### src/rtl/dot_product.sv
// Trainable N-element dot product: streams x[i] in, returns sum(x*w) in Q8.8,
// then optionally takes an error and streams back err*w[i] while updating weights.
// Optional build macro: DOT_PRODUCT_SAT_EN (saturating results instead of wrapping).
module dot_product #(
  parameter int N    = 4,
  parameter int RATE = 4
) (
  input  logic        clk,
  input  logic        rst,
  input  logic        en,
  input  logic [7:0]  arg_data,
  input  logic        arg_valid,
  output logic        arg_ready,
  output logic [15:0] res_data,
  output logic        res_valid,
  input  logic        res_ready,
  input  logic [15:0] err_data,
  input  logic        err_valid,
  output logic        err_ready,
  output logic [15:0] fbk_data,
  output logic        fbk_valid,
  input  logic        fbk_ready
);

  localparam int IW = (N > 1) ? $clog2(N) : 1;

  typedef enum logic [1:0] {ARG, RES, ERR, FBK} state_t;

  state_t             state_q;
  logic [IW-1:0]      idx_q;
  logic signed [31:0] acc_q;
  logic signed [15:0] err_q;
  logic [7:0]         x_q [N];
  logic signed [15:0] w_q [N];
  logic               arg_ready_q;
  logic               res_valid_q;
  logic               err_ready_q;
  logic               fbk_valid_q;
  logic [15:0]        res_data_q;
  logic [15:0]        fbk_data_q;

  // Either clamps to the Q8.8 range or keeps the low 16 bits, depending on build.
  function automatic logic [15:0] sat16(input logic signed [31:0] v);
`ifdef DOT_PRODUCT_SAT_EN
    if (v > 32'sd32767)
      return 16'h7FFF;
    else if (v < -32'sd32768)
      return 16'h8000;
    else
      return v[15:0];
`else
    return v[15:0];
`endif
  endfunction

  function automatic logic [15:0] fbkCalc(input logic signed [15:0] e,
                                          input logic signed [15:0] w);
    logic signed [31:0] eExt;
    logic signed [31:0] wExt;
    logic signed [31:0] prod;
    eExt = {{16{e[15]}}, e};
    wExt = {{16{w[15]}}, w};
    prod = eExt * wExt;
    return sat16(prod >>> 8);
  endfunction

  logic                lastIdx;
  logic [IW-1:0]       nextIdx;
  logic signed [24:0]  argExt;
  logic signed [24:0]  wArgExt;
  logic signed [24:0]  argProd;
  logic signed [31:0]  acc_d;
  logic signed [31:0]  accShift;
  logic signed [31:0]  errExt;
  logic signed [31:0]  xExt;
  logic signed [31:0]  errX;
  logic signed [31:0]  wCurExt;
  logic signed [31:0]  wSum;
  logic [15:0]         w_d;

  // Forward MAC for the incoming element and weight update for the element being fed back.
  always_comb begin
    lastIdx  = (idx_q == IW'(N - 1));
    nextIdx  = lastIdx ? '0 : idx_q + IW'(1);
    argExt   = {17'b0, arg_data};
    wArgExt  = {{9{w_q[idx_q][15]}}, w_q[idx_q]};
    argProd  = argExt * wArgExt;
    acc_d    = acc_q + {{7{argProd[24]}}, argProd};
    accShift = acc_d >>> 8;
    errExt   = {{16{err_q[15]}}, err_q};
    xExt     = {24'b0, x_q[idx_q]};
    errX     = (errExt * xExt) >>> (8 + RATE);
    wCurExt  = {{16{w_q[idx_q][15]}}, w_q[idx_q]};
    wSum     = wCurExt + errX;
    w_d      = sat16(wSum);
  end

  // Control and datapath state; every handshake output is a register so exactly one is high.
  always_ff @(posedge clk or negedge rst) begin
    if (!rst) begin
      state_q     <= ARG;
      idx_q       <= '0;
      acc_q       <= '0;
      err_q       <= '0;
      arg_ready_q <= 1'b0;
      res_valid_q <= 1'b0;
      err_ready_q <= 1'b0;
      fbk_valid_q <= 1'b0;
      res_data_q  <= '0;
      fbk_data_q  <= '0;
      for (int i = 0; i < N; i++) begin
        x_q[i] <= '0;
        w_q[i] <= 16'sh0100;
      end
    end else begin
      case (state_q)
        ARG: begin
          arg_ready_q <= 1'b1;
          if (arg_ready_q && arg_valid) begin
            x_q[idx_q] <= arg_data;
            acc_q      <= acc_d;
            if (lastIdx) begin
              state_q     <= RES;
              arg_ready_q <= 1'b0;
              res_valid_q <= 1'b1;
              res_data_q  <= sat16(accShift);
            end else begin
              idx_q <= nextIdx;
            end
          end
        end
        RES: begin
          if (res_valid_q && res_ready) begin
            acc_q       <= '0;
            idx_q       <= '0;
            res_valid_q <= 1'b0;
            if (en) begin
              state_q     <= ERR;
              err_ready_q <= 1'b1;
            end else begin
              state_q     <= ARG;
              arg_ready_q <= 1'b1;
            end
          end
        end
        ERR: begin
          if (err_ready_q && err_valid) begin
            err_q       <= err_data;
            idx_q       <= '0;
            state_q     <= FBK;
            err_ready_q <= 1'b0;
            fbk_valid_q <= 1'b1;
            fbk_data_q  <= fbkCalc(err_data, w_q[0]);
          end
        end
        FBK: begin
          if (fbk_valid_q && fbk_ready) begin
            w_q[idx_q] <= w_d;
            if (lastIdx) begin
              idx_q       <= '0;
              state_q     <= ARG;
              fbk_valid_q <= 1'b0;
              arg_ready_q <= 1'b1;
            end else begin
              idx_q      <= nextIdx;
              fbk_data_q <= fbkCalc(err_q, w_q[nextIdx]);
            end
          end
        end
        default: state_q <= ARG;
      endcase
    end
  end

  assign arg_ready = arg_ready_q;
  assign res_valid = res_valid_q;
  assign err_ready = err_ready_q;
  assign fbk_valid = fbk_valid_q;
  assign res_data  = res_data_q;
  assign fbk_data  = fbk_data_q;

endmodule
### config.mk
export PLATFORM = sky130hd
export DESIGN_NAME = dot_product
export DESIGN_NICKNAME = d
export VERILOG_FILES = /design/src/rtl/dot_product.sv
export SDC_FILE = /design/constraint.sdc
export NUM_CORES = 2
export LEC_CHECK = 0
export ABC_AREA = 1
export ABC_CLOCK_PERIOD_IN_PS = 8000
export CORE_ASPECT_RATIO = 1.5
export CORE_MARGIN = 2
export CORE_UTILIZATION = 50
export CTS_CLUSTER_DIAMETER = 60
export DETAILED_ROUTE_END_ITERATION = 7
export GPL_TIMING_DRIVEN = 1
export PLACE_DENSITY = 0.66
export SLEW_MARGIN = 25
export SYNTH_ARGS = -nofsm -noshare
export SYNTH_HDL_FRONTEND = slang
export SYNTH_SLANG_ARGS = --single-unit
### constraint.sdc
create_clock -name clk -period 8 [get_ports clk]
set_input_delay 2.4 -clock clk [delete_from_list [all_inputs] [get_ports clk]]
set_output_delay 2.4 -clock clk [all_outputs]
set_load 0.01 [all_outputs]
==> qor_table.md <==
| Quantity | Value |
| --- | --- |
| Insertion delay of the later-clocked pin in the worst-skew pair | 0.52 ns |
| Capturing element type of the critical path | flip-flop |
| Fraction of post-synthesis cell area in the top cell type by area | 34.1% |
| Cell accounting for the most synthesized area | fa_1 |
| Synthesis-to-layout area growth | 14.2% |
| Internal power consumption | 1.75 mW |
| Initial cell density of the core | 50.6% |
| Library cells used by synthesis | 59 |
| Result of the run | finished, final reports clean |
| IR drop worst, VDD | 0.125 mV |
| Power density cells | 72.9 nW/um^2 |
| Total number of placement rows | 116 |
| Initial antenna violation count | 3 |
| Max Freq | 129 MHz |
| Register bit total from synthesis | 176 |
| Clock net sink count | 176 |
| CP Launch Type | input port |
| Iteration-0 DRC count of the detailed router | 1664 |
| Commonest cells after routing, fill and taps aside | nand2_1, inv_1, fa_1, nor2_1, buf_4 |
| Share of power burned in registers | 31.6% |
| Root Buffer | clkbuf_16 |
| Cts hold-fix bufs | 0 |
| DRT Pass-1 Iters | 6 |
| Synthesized netlist cell count | 4409 |
| Dpl ws | -0.704 ns |
| Final Max Tran Viols | 0 |
| Final critical delay including setup and external delays | 7.77 ns |
| Total nets after synthesis | 5291 |
| IO Count | 67 |
| Skew final | 0.0305 ns |
| Proportion of layout cells with a drive suffix above 1 | 10.7% |
| Avg Vias per Cell | 5.27 |
| Post-route setup slack | 0.234 ns |
| Final non-filler cell area | 38600 sq um |
| Final setup violating endpoints | 0 |
| Gp weighted congestion | 0.953 |
| Via count | 29400 |
| Number of remaining DRC errors | 0 |
| Net switching power figure | 1.06 mW |
| Die height | 322 microns |
| Tightest hold margin | 0.484 ns |
| Cell area after synthesis | 33800 sq um |
| Fillers | 6340 |
| Number of nets in the finished design | 5560 |
| Per-instance average area after synthesis | 7.66 sq um |
| Period utilization | 97.1% |
| Wire length of the first global-routing pass | 164 mm |
| Total wirelength of the detailed-routed design | 104 mm |
| Post-layout instance count excluding filler cells | 5578 |
| Data required time at the worst endpoint | 8.40 ns |
| Clock network fraction of design power | 31.5% |
| Total placed instance area | 37600 sq um |
| Die area | 69700 sq um |
| TNS Setup | 0 ns |
| Number of endpoints with negative hold slack in the final report | 0 |
| Routed length per placed instance | 18.6 microns |
| Pin count of the biggest net entering global routing | 91 |
| Least-Margin Pin Slew | 0.955 ns |
| Detail Route Antenna Nets | 0 |
| Clock Path Buffers | 2 |
| Clock transition time at the flip-flop clock pins of the worst setup and hold paths | 0.08 ns |
| Horiz. Die Dim | 216 microns |
| Leading cell type in the layout, fill and taps excluded | nand2_1 |
| Switching Share | 37.6% |
| Path class of the lowest-slack min-delay path | flip-flop to flip-flop |
| Number of buffers created by CTS | 17 |
| Startpoint-to-endpoint class of the critical path | input port to flip-flop |
| Number of port buffers | 66 |
| DPL Wire Length | 86.3 mm |
| Leak Pwr | 21.0 nW |
| Max-cap violations | 0 |
| Core Footprint | 66800 sq um |
| Vias in the first global route | 30900 |
| Worst slew margin | 36.2% |
| Combinational Power Share | 36.8% |
| Critical path arrival | 8.17 ns |
| Placed insts | 5536 |
| Global Route Usage Sum | 30.9% |
| Final global-route overflow total | 0 |
| Largest fanout on the critical path | 5 |
| CTS tree | built |
| Syn. warnings | 0 |
| Largest cells by area after synthesis | fa_1, dfrtp_1, nand2_1 |
| CTS H-tree depth | 4 |
| Proportion of synthesized chip area in sequential cells | 13.1% |
## area by class of cell
cell class                      count  area, sq um  share of cell area (%)
Multi-Input combinational cell   3046        25200                    65.3
Sequential cell                   176         4410                    11.4
Inverter                         1033         3880                    10.1
Timing Repair Buffer              403         3360                    8.71
Tap cell                          885         1110                    2.87
Clock buffer                       17          425                    1.10
Clock inverter                     15          164                   0.425
Timing Repair inverter              1         7.51                  0.0195
Antenna cell                        2         5.00                  0.0130
## per-stage QoR
step | util (%) | total power [mW]
final | 57.8 | 2.81
after global routing | 57.8 | 2.93
after CTS | 57.2 | 2.78
after detailed placement | 56.3 | 1.90
after global placement | 56.2 | 1.89
after floorplan | - | 1.36
## Yosys cell counts (all sizes together)
library cell / number
a2111oi: 2
a211oi: 3
a21boi: 4
a21o: 5
a21oi: 187
a221oi: 1
a22o: 2
a22oi: 1
a31oi: 9
a32o: 3
and2: 1
and3: 1
buf: 25
clkbuf: 129
clkinv: 4
dfrtp: 172
dfstp: 4
fa: 575
ha: 276
inv: 1029
nand2: 1062
nand3: 130
nand3b: 6
nand4: 12
nor2: 387
nor3: 17
nor3b: 1
nor4: 3
o2111ai: 1
o211ai: 12
o21a: 7
o21ai: 217
o21ba: 1
o21bai: 4
o221ai: 6
o22ai: 1
o31ai: 4
o41ai: 1
or2: 11
xnor2: 40
xor2: 53
## sequential cells by signal, summed over array words and instances, names as in the netlist, named ones only
name and cells:
arg_ready 1, err_ready 1, res_data 16, res_valid 1, acc_q 24, fbk_data 16, idx_q 2, x_q 32
err_q 16, w_q 64, fbk_valid 1, state_q 1
## routing by layer
layer	part of all wire, %	GRT usage (%)
met1	34	31.6
met2	53	56.8
met3	4.4	4.02
met4	9.1	24.3
met5	0	0
## critical path, cell delays in order
cell	delay [ns]
clkdlybuf4s50_1	0.51
buf_12	0.15
nand2_1	0.08
fa_1	0.58
inv_1	0.06
fa_1	0.56
fa_1	0.45
fa_1	0.54
inv_1	0.05
fa_1	0.47
inv_1	0.05
fa_1	0.51
ha_1	0.37
buf_4	0.16
nand2_2	0.10
nor2_2	0.14
inv_1	0.07
nor3_2	0.14
nand4_1	0.10
nand3_1	0.16
a21oi_2	0.06
o21ai_1	0.12
buf_4	0.16
nand2_1	0.05
nand2_1	0.06
nand2_1	0.05
## path summary, 6_finish.rpt
path                                              start                        to  slack (ns)  cells after the start
worst max-delay path                       err_data[11]  fbk_data[12]$_DFFE_PN0P_        0.23                     26
worst min-delay path            fbk_data[1]$_DFFE_PN0P_   fbk_data[1]$_DFFE_PN0P_        0.48                      2
worst max register to register     idx_q[0]$_DFFE_PN0P_       w_q[29]$_DFFE_PN0P_        0.61                     34
worst min register to register  fbk_data[1]$_DFFE_PN0P_   fbk_data[1]$_DFFE_PN0P_        0.48                      2
max in group asynchronous                           rst     acc_q[22]$_DFFE_PN0P_        4.83                      2
min in group asynchronous                           rst       w_q[41]$_DFFE_PN0P_        1.95                      1
## repair_timing
| action | CTS | global route |
|---|---|---|
| pin swaps | 2 | 28 |
| cloned | 1 | 1 |
| setup buffers | 2 | 4 |
| setup endpoints to repair | 9 | 29 |
| gates resized for setup | 13 | 91 |
## power groups by stage
| stage | Clock, mW | Sequential [mW] | Combinational (mW) |
|---|---|---|---|
| final | 0.887 | 0.889 | 1.04 |
| after global routing | 0.925 | 0.889 | 1.11 |
| after CTS | 0.896 | 0.889 | 0.996 |
| after detailed placement | 0 | 0.906 | 0.990 |
| after global placement | 0 | 0.906 | 0.982 |
| after floorplan | 0 | 0.907 | 0.450 |
## kinds of logic (layout without fill, tap and decap cells)
family / Yosys count / count (layout) / synth area share [%]
fa+ha+maj: 851 / 851 / 44.3
buf+inv: 1187 / 1469 / 13.4
flops: 176 / 176 / 13.1
other cells: 0 / 2 / 0
simple gates: 1631 / 1631 / 19.3
xor+xnor: 93 / 93 / 2.41
compound gates: 471 / 471 / 7.57
Note: power is estimated with default switching activity, not from simulation.
